[config.mk]
export PLATFORM = sky130hd
export DESIGN_NAME = rx_stream_arbiter
export DESIGN_NICKNAME = d
export VERILOG_FILES = /design/src/rtl/rx_stream_arbiter.sv
export SDC_FILE = /design/constraint.sdc
export NUM_CORES = 1
export LEC_CHECK = 0
export ABC_CLOCK_PERIOD_IN_PS = 2800
export BUFFER_PORTS_ARGS = -buffer_cell sky130_fd_sc_hd__buf_2
export CAP_MARGIN = 20
export CORE_AREA = 2 2 92 76
export DETAILED_ROUTE_END_ITERATION = 8
export DIE_AREA = 0 0 94 78
export GPL_ROUTABILITY_DRIVEN = 1
export GPL_TIMING_DRIVEN = 0
export PLACE_DENSITY = 0.75
export SLEW_MARGIN = 20
export SYNTH_ARGS = -nofsm -noshare
export SYNTH_HDL_FRONTEND = slang
export SYNTH_SLANG_ARGS = --single-unit
[constraint.sdc]
create_clock -name i_sys_clk -period 2.8 [get_ports i_sys_clk]
set_clock_uncertainty 0.2 [all_clocks]
set_input_delay 0 -clock i_sys_clk [delete_from_list [all_inputs] [get_ports i_sys_clk]]
set_output_delay 0 -clock i_sys_clk [all_outputs]
set_load 0.1 [all_outputs]
[src/rtl/rx_stream_arbiter.sv]
// rx_stream_arbiter
// Round-robin readout arbiter between NUM_CH per-channel RX sample FIFOs and
// a byte-wide valid/ready stream. The granted channel supplies up to
// BURST_LEN words per grant. Each word is serialised MSB byte first.
// Optional feature: define RX_ARB_CH_TAG_EN to emit one channel header byte
// {2'b11, 2'b00, ch[3:0]} before each burst.
module rx_stream_arbiter #(
  parameter int NUM_CH    = 2,
  parameter int WORD_W    = 32,
  parameter int BURST_LEN = 4
) (
  input  logic                     i_sys_clk,
  input  logic                     i_rst_b,
  input  logic [NUM_CH-1:0]        i_ch_enable,
  input  logic [NUM_CH-1:0]        i_fifo_empty,
  input  logic [NUM_CH*WORD_W-1:0] i_fifo_data,
  output logic [NUM_CH-1:0]        o_fifo_pull,
  output logic [7:0]               o_byte,
  output logic                     o_byte_valid,
  input  logic                     i_byte_ready,
  output logic [3:0]               o_active_ch,
  output logic                     o_busy
);

  localparam int BYTES = WORD_W / 8;
  localparam int BC_W  = (BYTES > 1) ? $clog2(BYTES) : 1;
  localparam int WC_W  = (BURST_LEN > 1) ? $clog2(BURST_LEN) : 1;

  typedef enum logic [2:0] {
    ST_IDLE,
`ifdef RX_ARB_CH_TAG_EN
    ST_HDR,
`endif
    ST_PULL,
    ST_LATCH,
    ST_SEND
  } state_t;

  state_t              state_q;
  logic [3:0]          rr_ptr_q;
  logic [3:0]          active_ch_q;
  logic [NUM_CH-1:0]   gnt_q;
  logic [NUM_CH-1:0]   pull_q;
  logic [WC_W-1:0]     word_cnt_q;
  logic [BC_W-1:0]     byte_cnt_q;
  logic [WORD_W-1:0]   shift_q;
  logic [7:0]          byte_q;
  logic                valid_q;
  logic                busy_q;

  logic [NUM_CH-1:0]   req;
  logic [NUM_CH-1:0]   req_rot;
  logic                found;
  logic [4:0]          gnt_sum;
  logic [3:0]          gnt_ch_d;
  logic [NUM_CH-1:0]   gnt_oh_d;
  logic [WORD_W-1:0]   word_sel;
  logic                ch_ready;
  logic                more_words;
  logic [3:0]          rr_ptr_d;

  // Round-robin pick: rotate the request vector so rr_ptr sits at bit 0,
  // take the first set bit and map it back to an absolute channel number.
  always_comb begin
    // NOTE: every combinational output gets a default first so no path
    // leaves it unassigned and a latch is inferred.
    found    = 1'b0;
    gnt_sum  = {1'b0, rr_ptr_q};
    gnt_oh_d = '0;
    req      = i_ch_enable & ~i_fifo_empty;
    req_rot  = NUM_CH'({req, req} >> rr_ptr_q);
    for (int i = 0; i < NUM_CH; i++) begin
      if (!found && req_rot[i]) begin
        found   = 1'b1;
        gnt_sum = {1'b0, rr_ptr_q} + 5'(i);
      end
    end
    gnt_ch_d = (gnt_sum >= 5'(NUM_CH)) ? 4'(gnt_sum - 5'(NUM_CH)) : gnt_sum[3:0];
    for (int i = 0; i < NUM_CH; i++) begin
      gnt_oh_d[i] = (gnt_ch_d == 4'(i));
    end
  end

  // Granted channel's data word and its continue-the-burst condition.
  always_comb begin
    word_sel = '0;
    for (int i = 0; i < NUM_CH; i++) begin
      if (gnt_q[i]) word_sel = word_sel | i_fifo_data[i*WORD_W +: WORD_W];
    end
    ch_ready   = |(gnt_q & i_ch_enable & ~i_fifo_empty);
    more_words = ((int'(word_cnt_q) + 1) < BURST_LEN) && ch_ready;
    rr_ptr_d   = (active_ch_q == 4'(NUM_CH - 1)) ? 4'd0 : active_ch_q + 4'd1;
  end

  // Control FSM with all stream and FIFO outputs registered.
  always_ff @(posedge i_sys_clk or negedge i_rst_b) begin
    if (!i_rst_b) begin
      // NOTE: the shift register is reset along with the control state so a
      // word caught mid-transfer can never leak out after reset.
      state_q     <= ST_IDLE;
      rr_ptr_q    <= '0;
      active_ch_q <= '0;
      gnt_q       <= '0;
      pull_q      <= '0;
      word_cnt_q  <= '0;
      byte_cnt_q  <= '0;
      shift_q     <= '0;
      byte_q      <= '0;
      valid_q     <= 1'b0;
      busy_q      <= 1'b0;
    end else begin
      // NOTE: non-blocking assignments so every register samples the values
      // from before this edge, independent of statement order.
      case (state_q)
        ST_IDLE: begin
          if (|req) begin
            gnt_q       <= gnt_oh_d;
            active_ch_q <= gnt_ch_d;
            word_cnt_q  <= '0;
            busy_q      <= 1'b1;
`ifdef RX_ARB_CH_TAG_EN
            byte_q      <= {2'b11, 2'b00, gnt_ch_d};
            valid_q     <= 1'b1;
            state_q     <= ST_HDR;
`else
            pull_q      <= gnt_oh_d;
            state_q     <= ST_PULL;
`endif
          end
        end
`ifdef RX_ARB_CH_TAG_EN
        ST_HDR: begin
          // Header is held until accepted; only then is the FIFO touched.
          if (i_byte_ready) begin
            valid_q <= 1'b0;
            pull_q  <= gnt_q;
            state_q <= ST_PULL;
          end
        end
`endif
        ST_PULL: begin
          pull_q  <= '0;
          state_q <= ST_LATCH;
        end
        ST_LATCH: begin
          byte_q     <= word_sel[WORD_W-1 -: 8];
          shift_q    <= word_sel << 8;
          byte_cnt_q <= BC_W'(BYTES - 1);
          valid_q    <= 1'b1;
          state_q    <= ST_SEND;
        end
        ST_SEND: begin
          if (i_byte_ready) begin
            if (byte_cnt_q == '0) begin
              word_cnt_q <= word_cnt_q + WC_W'(1);
              valid_q    <= 1'b0;
              if (more_words) begin
                pull_q  <= gnt_q;
                state_q <= ST_PULL;
              end else begin
                rr_ptr_q    <= rr_ptr_d;
                active_ch_q <= '0;
                gnt_q       <= '0;
                busy_q      <= 1'b0;
                state_q     <= ST_IDLE;
              end
            end else begin
              byte_q     <= shift_q[WORD_W-1 -: 8];
              shift_q    <= shift_q << 8;
              byte_cnt_q <= byte_cnt_q - BC_W'(1);
            end
          end
        end
        default: state_q <= ST_IDLE;
      endcase
    end
  end

  assign o_fifo_pull  = pull_q;
  assign o_byte       = byte_q;
  assign o_byte_valid = valid_q;
  assign o_active_ch  = active_ch_q;
  assign o_busy       = busy_q;

endmodule

# Word level (Yosys, flattened, before mapping)
# Cells that the tools add are included.
word_totals:
  regBits: 61
  in_bits: 71
  out_inout_bits: 16
  wordCells: 101
op_classes:
  addsub: 6
  order_cmp: 2
  n_eq_ne: 11
  shifts: 1
  n_mux: 46
  bitwise_logic: 6
  reduce_logical: 18
op_table:
  columns: ["op", "count"]
  rows:
  - ["$mux 32", 4]
  - ["$pmux 32 s2", 1]
  - ["$or 32x32->32", 1]
  - ["$mux 2", 12]
  - ["$mux 4", 6]
  - ["$mux 8", 2]
  - ["$pmux 8 s2", 1]
  - ["$ne 2x2->1 const B", 6]
  - ["$pmux 2 s2", 3]
  - ["$pmux 3 s4", 1]
  - ["$reduce_and 5->1", 2]
  - ["$mux 3", 3]
  - ["$reduce_and 3->1", 3]
  - ["$eq 4x1->1 const B", 2]
  - ["$mux 1", 8]
  - ["$pmux 4 s2", 1]
  - ["$reduce_and 4->1", 2]
  - ["$and 2x2->2", 3]
  - ["$eq 3x2->1 const B", 2]
  - ["$pmux 2 s3", 1]
  - ["$add 4x1->5 const B", 1]
  - ["$ge 5x2->1 const B", 1]
  - ["$mux 5", 1]
  - ["$add 4x1->4 const B", 1]
  - ["other kinds (18)", 22]

# Longest topological paths before layout
# Gate-level depths: netlist of run 1.
logic_depth:
  ltp_word: 12
  ltp_mapped: 12
  ltp_nobuf: 12

# Least setup slack after synthesis of run 1
# Ideal clock, no wire load.
synth_path:
  path_type: "flip-flop to flip-flop"
  startpoint: "register rr_ptr_q[2]"
  endpoint: "register gnt_q[0]"
  setup_time_ns: 0.122
  arrival_time_ns: 2.375
  required_ns: 2.478
  path_slack_ns: 0.103
  path_stages_with_launch: 12
  n_path_buf: 0
  period_less_slack_ns: 2.697
  cell_sequence: "dfrtp_1 -> or2_4 -> or4_4 -> and3_4 -> nand2_4 -> inv_2 -> ha_1 -> nand2b_1 -> a41oi_1 -> a41oi_1 -> o21ai_1 -> a32o_1"
synth_via:
  elab_chain_len: 10
  word_cells_on_any_way: 12
  classes_between: "add/sub: 2; order compare: 1; shift: 1; mux: 5; reduce/logical: 3"
synth_lines:
  columns: ["item", "line", "rtl"]
  rows:
  - ["from (decl)", "40", "logic [3:0] rr_ptr_q;"]
  - ["from (signal assigned)", "161", "rr_ptr_q <= rr_ptr_d;"]
  - ["$shr 4x4->2", "71", "req_rot = NUM_CH'({req, req} >> rr_ptr_q);"]
  - ["$mux 1", "73", "if (!found && req_rot[i]) begin"]
  - ["$logic_not 1->1", "73", null]
  - ["$logic_and 1x1->1", "73", null]
  - ["$mux 5 (*)", "73", null]
  - ["$sub 4x2->4 / $ge 5x2->1 (equally long branches)", "78", "gnt_ch_d = (gnt_sum >= 5'(NUM_CH)) ? 4'(gnt_sum - 5'(NUM_CH)) : gnt_sum[3:0];"]
  - ["$mux 4 (*)", "78", null]
  - ["$logic_not 4->1 (*)", "80", "gnt_oh_d[i] = (gnt_ch_d == 4'(i));"]
  - ["$mux 2 (*)", "116", "if (|req) begin"]
  - ["$pmux 2 s2 (*)", "114", "case (state_q)"]
  - ["to (signal assigned)", "117", "gnt_q <= gnt_oh_d;"]
  - ["to (decl)", "42", "logic [NUM_CH-1:0] gnt_q;"]
# Every way passes the cells marked *; elsewhere a longest branch is shown, timed or not. The select of a mux whose other input is x is not followed.
# A chain may end at the register's enable or synchronous reset.

# Worst setup path after layout of run 1
# Same ends and word-level chain as after synthesis.

==> results of run 1 <==
-- power by group through the flow --
stage	Sequential (mW)	Combinational (mW)	Clock [mW]
after floorplan	1.57	1.08	0
after global placement	1.10	2.01	0
after detailed placement	1.11	2.05	0
after CTS	1.09	2.37	0.454
after global routing	1.12	2.69	0.484
final	1.09	2.50	0.449
-- cells by family (layout without fill, tap and decap cells) --
logic type,count (synthesis),after routing,synth area share
AOI/OAI and AO/OA,127,127,0.299
buffers and inverters,36,200,0.0488
and+or+nand+nor,88,88,0.148
xor gates and xnor gates,2,2,0.00600
DFF,52,52,0.445
muxes,5,5,0.0180
adders and majority gates,8,8,0.0343
-- worst max-delay path, cell delays in order, from the launching register on --
cell and delay (ns):
dfrtp_2 0.44, or2_4 0.27, or4_4 0.49, and3_4 0.18, nand2_4 0.08, inv_4 0.04
ha_4 0.25, nand2b_1 0.06, a41oi_2 0.17, a41oi_2 0.06, o21ai_2 0.26, a32o_1 0.20
-- how the worst min path moves through the flow --
stage / end / slack, ns
final: shift_q[25] / 0.009
after global routing: shift_q[25] / 0.03
after CTS: shift_q[25] / 0.009
after detailed placement: o_byte[4] / -0.13
after global placement: o_byte[6] / 0.08
after floorplan: byte_cnt_q[0] / -0.50
-- metrics by stage --
stage	area (µm²)	hold WS [ns]	cells
global placement	3460	0.0777	488
detailed placement	3460	-0.131	488
global route	4310	0.0254	566
finish	4310	0.00864	566
CTS	4250	0.00910	564
floorplan	2920	-0.496	318
-- repair_timing --
item | in CTS | in global routing
endpoints found under the setup margin | 5 | 36
gates resized for setup | 5 | 7
buffers inserted | 3 | 3
endpoints found under the hold margin | 86 | 0
pin swaps | 3 | 5
hold buffers | 65 | 0
-- sequential cells by signal, summed over array words and instances, names as in the netlist --
register,cells
byte_cnt_q,2
gnt_q,2
o_active_ch,4
o_busy,1
o_byte,8
o_byte_valid,1
o_fifo_pull,2
rr_ptr_q,4
shift_q,24
state_q,2
word_cnt_q,2
-- per-layer routing --
layer / vias to the layer above / track usage / share of wire
met2: 199 / 0.421 / 0.47
met4: 0 / 0.0957 / 0.023
met1: 1547 / 0.343 / 0.40
li1: 1522 / - / -
met5: - / 0 / 0
met3: 29 / 0.0864 / 0.10
-- cell usage in the layout (no fill, tap or decap), types with 2 or more instances in the layout --
cell and instances:
nand3_1 6, clkbuf_8 6, o21ai_0 56, ha_1 5, buf_4 9, buf_1 3
o31ai_1 10, nor4b_1 2, a21oi_1 6, a311oi_1 2, nand2b_1 3, a41oi_2 2
inv_1 11, dfrtp_1 49, nor3_1 4, a221o_1 24, clkbuf_1 19, a22oi_1 10
nor2_1 9, nand2_1 45, mux2_2 2, dfrtp_2 3, a31o_1 2, ha_4 2
nand4_1 2, and3_1 3, buf_2 85, a22o_1 2, dlygate4sd3_1 65, mux2i_1 3
-- area by class of cell --
type	count	area (µm²)
Sequential cell	52	1310
Timing Repair Buffer	157	1130
Buffer	23	93.8
Multi-Input combinational cell	230	1530
Clock inverter	1	7.51
Fill cell	506	2040
Inverter	12	47.5
Tap cell	84	105
Clock buffer	7	86.3
-- cells in the mapped netlist, drive strengths merged --
| cell type | count |
|---|---|
| and2 | 1 |
| a31o | 2 |
| nor4 | 1 |
| a31oi | 1 |
| a21o | 1 |
| o31ai | 11 |
| a22oi | 10 |
| nor3 | 4 |
| a41oi | 3 |
| or2 | 2 |
| xor2 | 1 |
| a22o | 2 |
| o211ai | 1 |
| a21oi | 6 |
| a311oi | 2 |
| o21ai | 57 |
| o22ai | 1 |
| nor2 | 9 |
| or3 | 1 |
| nor3b | 1 |
| nand2b | 3 |
| mux2 | 2 |
| clkbuf | 19 |
| a32o | 1 |
| and2b | 2 |
| dfrtp | 52 |
| nor2b | 2 |
| mux2i | 3 |
| a221o | 25 |
| buf | 5 |
| xnor2 | 1 |
| nand3 | 6 |
| nand2 | 46 |
| and3 | 4 |
| nor4b | 2 |
| or4 | 2 |
| ha | 8 |
| a211oi | 1 |
| o311ai | 2 |
| o31a | 1 |
| nand4 | 2 |
| inv | 12 |
==> metrics.md, run 1 <==
| Metric | Value |
|---|---|
| # port buffers | `86` |
| Final setup vio count | `0` |
| Pwr Density | `939 mW/mm²` |
| Vias in the first global route | `3186` |
| Initial drt markers | `342` |
| Initial Util | `0.461` |
| Worst r2r path cells | `11` |
| H-Tree Depth | `2` |
| Tmin final | `2.77 ns` |
| Cell Int Power | `2.06 mW` |
| CP arrival | `2.82 ns` |
| DR vias/cell | `5.83` |
| Via count | `3297` |
| Initial antenna violation count | `0` |
| Max_cap viols | `0` |
| Critical R2R Launch | `rr_ptr_q[2]` |
| Syn avg cell area | `9.19 µm²` |
| Clock power frac | `0.111` |
| Pin count of the biggest net entering global routing | `53` |
| TritonRoute pass-1 iters | `5` |
| Hold_sp | `i_fifo_data[17]` |
| Post-Synthesis Cells | `318` |
| Sw Pwr | `1.98 mW` |
| Worst-Margin Slew | `0.656 ns` |
| Final Hold Viols | `0` |
| Routed wire length | `9680 µm` |
| Number of cell rows | `26` |
| Area leader, netlist | `dfrtp_1` |
| CTS tree | `yes` |
| Nets@finish | `560` |
| Die H | `78 µm` |
| CP endpoint | `gnt_q[0]` |
| Clock buffer count from CTS | `5` |
| Global route total overflow | `0` |
| Switching fraction of total power | `0.490` |
| FMAX | `361 MHz` |
| Setup TNS | `0 ns` |
| GRT Util Overall | `0.267` |
| Synth warn | `0` |
| Fin crit share | `0.989` |
| Post-Syn Nets | `397` |
| Post-DR wirelength/cell | `17.1 µm` |
| DRT antenna net count | `0` |
| Ports | `87` |
| Synth top area share | `0.445` |
| Setup WS post-layout | `0.0316 ns` |
| Worst R2R Setup Slack | `0.03 ns` |
| Clk Latency, worst-skew pair | `0.31 ns` |
| Distinct cell type count after synthesis | `52` |
| Reg clk slew, reported paths | `0.09 ns` |
| Synthesized cell area | `0.00292 mm²` |
| Die Width | `94 µm` |
| Reg2reg end | `gnt_q[0]` |
| Global placement routability congestion | `0.879` |
| Total power draw | `4.04 mW` |
| Combinational Power Share | `0.618` |
| Core area | `0.00634 mm²` |
| Area growth from synthesis to final layout | `47.4%` |
| DP HPWL | `6030 µm` |
| Seq/Total Area, Yosys | `0.445` |
| Min-Delay Path Depth | `4` |
| WP data required | `2.85 ns` |
| CP Launch Type | `flip-flop` |
| Critical path capture point type | `flip-flop` |
| Synth area leaders | `dfrtp_1 (45%), o21ai_0 (9.6%), a221o_1 (8.2%)` |
| First-pass GRT wire length | `15100 µm` |
| Die area | `0.00733 mm²` |
| Pleak | `1.95 nW` |
| Pins Over Slew Limit | `0` |
| DRC violations left | `0` |
| CP Max Fanout | `4` |
| Share of layout cells above drive strength 1 | `0.253` |
| Crit. Startpoint | `rr_ptr_q[2]` |
| Clock tree root driver cell | `clkbuf_8` |
| Util after Layout | `0.679` |
| Worst Hold Class | `in -> reg` |
| VDD IR max | `355 µV` |
| Setup CP Type | `reg -> reg` |
| #FFs+latches synth | `52` |
| CTS Sinks | `52` |
| Flop pwr share | `0.270` |
| Antenna cells | `0` |
| Outcome | `completed` |
| Clock buffer depth | `2` |
| Slew HR | `0.563` |
| Worst slack, placed | `-0.187 ns` |
Note: power is estimated with default switching activity, not from simulation.
==> run 2, diff against run 1 <==
ABC_AREA = 1   (was not set)
CELL_PAD_IN_SITES_DETAIL_PLACEMENT = 2   (was not set)
CELL_PAD_IN_SITES_GLOBAL_PLACEMENT = 2   (was not set)
CORE_AREA = 2 2 123 101   (was 2 2 92 76)
DIE_AREA = 0 0 125 103   (was 0 0 94 78)
PLACE_DENSITY = not set   (was 0.75)
PLACE_DENSITY_LB_ADDON = 0.1   (was not set)
==> run 2 against run 1 <==
  * The run now ends with hold timing left
  * Die area increased by 76%
  * Register-to-register slack improved by 0.25 ns
  * Sequential cell count unchanged
  * Routed wire length increased by 23%
  * Maximum frequency increased by 9.8%
  * Synthesized cell count increased by 17%
  * Highest routed layer unchanged
==> metrics.md, run 2 <==
| Metric | Value |
|---|---|
| Outcome | `complete, but fails checks` |
| Failing checks | `hold timing` |
| Via count | `3290 (-0.21%)` |
| Vias in the first global route | `3647 (+14%)` |
| Clk Latency, worst-skew pair | `0.30 ns (about the same)` |
| Initial drt markers | `86 (-75%)` |
| CTS Sinks | `52 (unchanged)` |
| CP Max Fanout | `10 (+6)` |
| DP HPWL | `8120 µm (+35%)` |
| Worst Hold Class | `in -> reg` |
| WP data required | `2.83 ns (-0.02 ns)` |
| Nets@finish | `608 (+8.6%)` |
| Post-synth EDFFs | `0 (unchanged)` |
| Setup CP Type | `reg -> reg` |
| Share of layout cells above drive strength 1 | `0.234 (-0.0191)` |
| TritonRoute pass-1 iters | `4 (-1)` |
| Non-Filler Instances | `682 (+20%)` |
| Post-DR wirelength/cell | `17.4 µm (+2.0%)` |
| Slew HR | `0.521 (-0.0413)` |
| Antenna cells | `0 (unchanged)` |
| Core area | `0.0118 mm² (+86%)` |
| Tmin final | `2.52 ns (-0.248 ns)` |
| Critical path capture point type | `flip-flop` |
| Fin crit share | `0.900 (-0.0886)` |
| H-Tree Depth | `2 (unchanged)` |
| DRC violations left | `0 (unchanged)` |
| Final Hold Viols | `2 (+2)` |
| CTS tree | `yes` |
| Area leader, netlist | `dfrtp_1` |
| Most frequent cells in the layout | `buf_2 (90), dlygate4sd3_1 (62), nand2_1 (59), dfrtp_1 (51), inv_1 (37)` |
| DR vias/cell | `4.82 (-17%)` |
| DP Area | `0.00361 mm² (+4.3%)` |
| DRT antenna net count | `0 (unchanged)` |
| Die H | `103 µm (+32%)` |
| FMAX | `397 MHz (+9.8%)` |
| Global placement routability congestion | `0.739 (-16%)` |
| First-pass GRT wire length | `19500 µm (+29%)` |
| Pins Over Slew Limit | `0 (unchanged)` |
| Max incr delay on CP | `0.57 ns (+0.08 ns)` |
| Final setup vio count | `0 (unchanged)` |
| Prevailing post-synth register cell | `dfrtp_1` |
| Most common cell after layout, fill and taps aside | `buf_2` |
| Post-synthesis async set-or-reset flop share | `1.00 (unchanged)` |
| Post-Syn Nets | `450 (+13%)` |
| Setup WS post-layout | `0.280 ns (+0.248 ns)` |
| Die area | `0.0129 mm² (+76%)` |
| Crit-path leading delay family | `buffers and inverters` |
| Pin count of the biggest net entering global routing | `53 (unchanged)` |
| CP Cell Sequence | `clkbuf_1 -> clkbuf_1 -> a22o_1 -> dlygate4sd3_1 -> o211ai_1 -> nand2_1` |
| Synth warn | `0 (unchanged)` |
| Most frequent cells after synthesis | `nand2_1 (61), dfrtp_1 (52), inv_1 (37), o21ai_0 (34), nand3_1 (29)` |
| Number of cell rows | `36 (+38%)` |
| CP dominant cell by count | `clkbuf_1` |
| Crit path max-delay cell type | `clkbuf_1` |
| #FFs+latches synth | `52 (unchanged)` |
| WHS | `-0.00372 ns (-0.0124 ns)` |
| GRT Util Overall | `0.191 (-0.0754)` |
| Multi-input logic area | `0.00147 mm² (-3.8%)` |
| Total power draw | `5.11 mW (+26%)` |
| Clock tree root driver cell | `clkbuf_16` |
| VDD IR max | `390 µV (+9.8%)` |
| Pwr Density | `1150 mW/mm² (+23%)` |
| Reg with most FFs | `shift_q` |
| Util after Layout | `0.376 (-0.303)` |
| Global route total overflow | `0 (unchanged)` |
| Ports | `87 (unchanged)` |
| Post-Synthesis Cells | `371 (+17%)` |
| Buf+Inv Stages, Crit Path | `3 (+2)` |
| Syn avg cell area | `8.05 µm² (-12%)` |
| Top-count cell post-synth | `nand2_1` |
| Inst Count DP | `609 (+25%)` |
| Synth area leaders | `dfrtp_1 (44%), nand2_1 (7.7%), a22o_1 (7.0%)` |
| Routed wire length | `11900 µm (+23%)` |
| Die Width | `125 µm (+33%)` |
| Clock buffer depth | `2 (unchanged)` |
| CP arrival | `2.55 ns (-0.27 ns)` |
| Fin area | `0.00443 mm² (+3.0%)` |
| Worst-Margin Slew | `0.718 ns (+0.0619 ns)` |
| Initial Util | `0.253 (-0.208)` |
| Max_cap viols | `0 (unchanged)` |
| Distinct cell type count after synthesis | `28 (-46%)` |
| Reg area | `0.00130 mm² (-0.19%)` |
| Synthesized cell area | `0.00299 mm² (+2.2%)` |
| CP Launch Type | `flip-flop` |
| Initial antenna violation count | `0 (unchanged)` |
| Synth top area share | `0.436 (-0.00952)` |
| Setup TNS | `0 ns (unchanged)` |
| Seq/Total Area, Yosys | `0.436 (-0.00952)` |
| Pleak | `2.18 nW (+12%)` |
| Area growth from synthesis to final layout | `48.5%` |
| Clock buffer count from CTS | `5 (unchanged)` |
| Layout filler cell count | `1374 (+170%)` |
| Max FFs per register | `24 (unchanged)` |
| # port buffers | `86 (unchanged)` |
| Reg clk slew, reported paths | `0.07 ns (-0.02 ns)` |
| Worst slack, placed | `0.183 ns (+0.370 ns)` |
==> run 2: power breakdown <==
| group | internal (mW) | switching (mW) |
|---|---|---|
| clock | 0.358 | 0.290 |
| sequential | 1.05 | 0.161 |
| combinational | 0.994 | 2.26 |
| total | 2.40 | 2.71 |
==> run 2: tightest hold or removal path, stage by stage <==
cell and delay [ns]:
buf_2 0.09, nand2_2 0.07, nand3_1 0.13, nand3_1 0.09, o21ai_0 0.08
==> run 2: logic make-up (layout without fill, tap and decap cells) <==
logic type | Yosys count | count (layout) | synth area share
AO/OA/AOI/OAI | 109 | 109 | 0.228
flip-flops | 52 | 52 | 0.436
buffers and inverters | 63 | 222 | 0.0826
multiplexers | 3 | 3 | 0.0113
adder cells (fa/ha/maj) | 8 | 8 | 0.0335
AND/OR/NAND/NOR | 134 | 134 | 0.202
XOR/XNOR | 2 | 2 | 0.00587
==> run 2: routing by layer <==
metal,up-vias,global-route usage,wire [µm]
met4,0,0.0333,89
met2,63,0.322,5610
met5,-,0,0
li1,1584,-,-
met3,8,0.0270,339
met1,1635,0.269,5860
==> run 2: area by class of cell <==
| class | count | share of cell area |
|---|---|---|
| Buffer | 23 | 0.0217 |
| Sequential cell | 52 | 0.294 |
| Clock buffer | 8 | 0.0330 |
| Multi-Input combinational cell | 256 | 0.332 |
| Timing Repair Buffer | 151 | 0.243 |
| Tap cell | 152 | 0.0429 |
| Inverter | 40 | 0.0339 |
==> run 2: what timing repair did <==
action	in CTS	in global routing
gates resized for setup	0	9
endpoints found under the setup margin	0	5
buffers inserted	0	3
hold buffers	62	0
hold endpoints to repair	84	0
==> run 2: worst paths after layout <==
| check | start | end | slack (ns) | cells after the start |
|---|---|---|---|---|
| worst max-delay path | gnt_q[0] | o_byte[5] | 0.28 | 6 |
| worst min-delay path | i_ch_enable[0] | word_cnt_q[1] | -0.004 | 5 |
| worst max register to register | gnt_q[0] | o_byte[5] | 0.28 | 6 |
| worst min register to register | shift_q[17] | shift_q[17] | 0.31 | 2 |
| max in group asynchronous | i_rst_b | rr_ptr_q[1] | 1.79 | 2 |
| min in group asynchronous | i_rst_b | shift_q[15] | 0.09 | 2 |
==> run 3, diff against run 2 <==
PLACE_DENSITY = 0.79   (was not set)
PLACE_DENSITY_LB_ADDON = not set   (was 0.1)
==> run 3 against run 2 <==
  * The flow now finishes without violations
  * Design area up 1.6%
  * Clock-buffer cell count decreased by 3
  * Power up 8.3%
  * Cell count grew 0.44%
  * Non-clock buffer count up 2
  * Sequential power is 3% higher
  * Via count rose by 6.0%
  * Sequential cell count unchanged
  * Die area unchanged
  * Hold slack better by 0.041 ns
==> metrics.md, run 3 (synthesis results as in run 2) <==
| Metric | Value |
|---|---|
| Outcome | `completed` |
| Reg with most FFs | `shift_q` |
| Most common cell after layout, fill and taps aside | `buf_2` |
| Clk Latency, worst-skew pair | `0.30 ns (about the same)` |
| DR vias/cell | `5.09 (+5.6%)` |
| # port buffers | `86 (unchanged)` |
| Nets@finish | `610 (+0.33%)` |
| Tmin final | `2.68 ns (+0.160 ns)` |
| Clock buffer depth | `2 (unchanged)` |
| Pleak | `2.23 nW (+2.1%)` |
| Critical R2R Launch | `gnt_q[0]` |
| Crit-path leading delay family | `buffers and inverters` |
| Final setup vio count | `0 (unchanged)` |
| DRC violations left | `0 (unchanged)` |
| Crit. Startpoint | `gnt_q[0]` |
| Slew HR | `0.539 (+0.0172)` |
| Vias in the first global route | `3968 (+8.8%)` |
| CP Launch Type | `flip-flop` |
| Inst Count DP | `609 (unchanged)` |
| Clock tree root driver cell | `clkbuf_16` |
| CP arrival | `2.65 ns (+0.10 ns)` |
| VDD IR max | `322 µV (-17%)` |
| CTS Sinks | `52 (unchanged)` |
| CP Cell Sequence | `clkbuf_1 -> clkbuf_1 -> a22o_1 -> dlygate4sd3_1 -> o211ai_1 -> o21ai_0` |
| Post-DR wirelength/cell | `21.1 µm (+21%)` |
| Layout filler cell count | `1351 (-1.7%)` |
| Worst-Margin Slew | `0.692 ns (-0.0258 ns)` |
| Final Hold Viols | `0 (-2)` |
| CP endpoint | `shift_q[27]` |
| Core area | `0.0118 mm² (unchanged)` |
| Ports | `87 (unchanged)` |
| Non-Filler Instances | `685 (+0.44%)` |
| Share of layout cells above drive strength 1 | `0.235 (+0.00100)` |
| Global placement routability congestion | `0.774 (+4.7%)` |
| DP Area | `0.00361 mm² (unchanged)` |
| Total power draw | `5.53 mW (+8.3%)` |
| CTS tree | `yes` |
| First-pass GRT wire length | `22200 µm (+14%)` |
| Fin area | `0.00450 mm² (+1.6%)` |
| Max incr delay on CP | `0.56 ns (about the same)` |
| Initial drt markers | `208 (+140%)` |
| Max_cap viols | `0 (unchanged)` |
| DRT antenna net count | `0 (unchanged)` |
| FMAX | `373 MHz (-6.0%)` |
| Pin count of the biggest net entering global routing | `53 (unchanged)` |
| Global route total overflow | `0 (unchanged)` |
| Pwr Density | `1230 mW/mm² (+6.6%)` |
| Via count | `3489 (+6.0%)` |
| Critical path capture point type | `flip-flop` |
| WP data required | `2.77 ns (-0.06 ns)` |
| Pins Over Slew Limit | `0 (unchanged)` |
| Crit path max-delay cell type | `dlygate4sd3_1` |
| Setup CP Type | `reg -> reg` |
| Max FFs per register | `24 (unchanged)` |
| Initial Util | `0.253 (unchanged)` |
| Worst R2R Setup Slack | `0.12 ns (-0.16 ns)` |
| CP Max Fanout | `10 (unchanged)` |
| Initial antenna violation count | `1 (+1)` |
| Reg2reg end | `shift_q[27]` |
| Die area | `0.0129 mm² (unchanged)` |
| Area growth from synthesis to final layout | `50.9%` |
| Buf+Inv Stages, Crit Path | `3 (unchanged)` |
| Setup TNS | `0 ns (unchanged)` |
| Die Width | `125 µm (unchanged)` |
| Fin crit share | `0.957 (+0.0570)` |
| Die H | `103 µm (unchanged)` |
| Number of cell rows | `36 (unchanged)` |
| Levels on crit path | `6 (unchanged)` |
| Clock buffer count from CTS | `5 (unchanged)` |
| TritonRoute pass-1 iters | `4 (unchanged)` |
| Worst r2r path cells | `6 (unchanged)` |
| CP dominant cell by count | `clkbuf_1` |
| Worst Hold Class | `in -> reg` |
| DP HPWL | `8240 µm (+1.5%)` |
| GRT Util Overall | `0.225 (+0.0334)` |
| Reg clk slew, reported paths | `0.08 ns (about the same)` |
| H-Tree Depth | `2 (unchanged)` |
| Most frequent cells in the layout | `buf_2 (90), dlygate4sd3_1 (65), nand2_1 (59), dfrtp_1 (52), inv_1 (37)` |
| Routed wire length | `14500 µm (+22%)` |
==> run 3: metal layers <==
| metal | track usage | part of all wire | up-vias |
|---|---|---|---|
| li1 | - | - | 1591 |
| met1 | 0.271 | 0.41 | 1747 |
| met2 | 0.407 | 0.51 | 115 |
| met3 | 0.0285 | 0.041 | 36 |
| met4 | 0.105 | 0.035 | 0 |
| met5 | 0 | 0 | - |
==> run 3: metrics by stage <==
stage,util,worst slack (ns),hold WS [ns]
after floorplan,-,0.622,-0.496
after global placement,0.306,0.389,0.116
after detailed placement,0.306,0.190,-0.102
after CTS,0.377,0.0361,0.00735
after global routing,0.382,-0.0258,0.0781
final,0.382,0.120,0.0368
==> run 3: tightest hold or removal path, delay by kind of cell <==
family / cells / cell delay [ns]
simple gates: 3 / 0.31
compound gates: 1 / 0.07
buf+inv: 1 / 0.10
==> run 3: worst min-delay path by stage <==
stage          depth (start not counted)       startpoint            end
2_1_floorplan                          0          i_rst_b  byte_cnt_q[0]
3_3_place_gp                           1          i_rst_b      o_byte[5]
3_5_place_dp                           1          i_rst_b      o_byte[5]
4_1_cts                                4  i_fifo_data[36]    shift_q[12]
5_1_grt                                4  i_fifo_data[36]    shift_q[12]
6_report                               5   i_ch_enable[0]  word_cnt_q[1]
==> run 3: final cells by class <==
cell class | instances | area [µm²] | share of cell area
Sequential cell | 52 | 1300 | 0.289
Antenna cell | 1 | 2.50 | 0.000556
Buffer | 23 | 98.8 | 0.0219
Tap cell | 152 | 190 | 0.0422
Timing Repair Buffer | 153 | 1100 | 0.244
Clock buffer | 5 | 125 | 0.0278
Inverter | 40 | 150 | 0.0333
Clock inverter | 3 | 68.8 | 0.0153
Multi-Input combinational cell | 256 | 1470 | 0.326
==> run 3: timing repair <==
item / 4_1_cts / 5_1_grt
endpoints found under the hold margin: 86 / 0
gates resized for setup: 0 / 10
hold buffers: 65 / 0
buffers inserted: 0 / 2
endpoints found under the setup margin: 0 / 10
==> run 3: where the power goes <==
group | total, mW | internal (mW) | switching, mW
combinational | 3.45 | 1.01 | 2.44
clock | 0.829 | 0.517 | 0.313
sequential | 1.25 | 1.05 | 0.205
total | 5.53 | 2.58 | 2.96
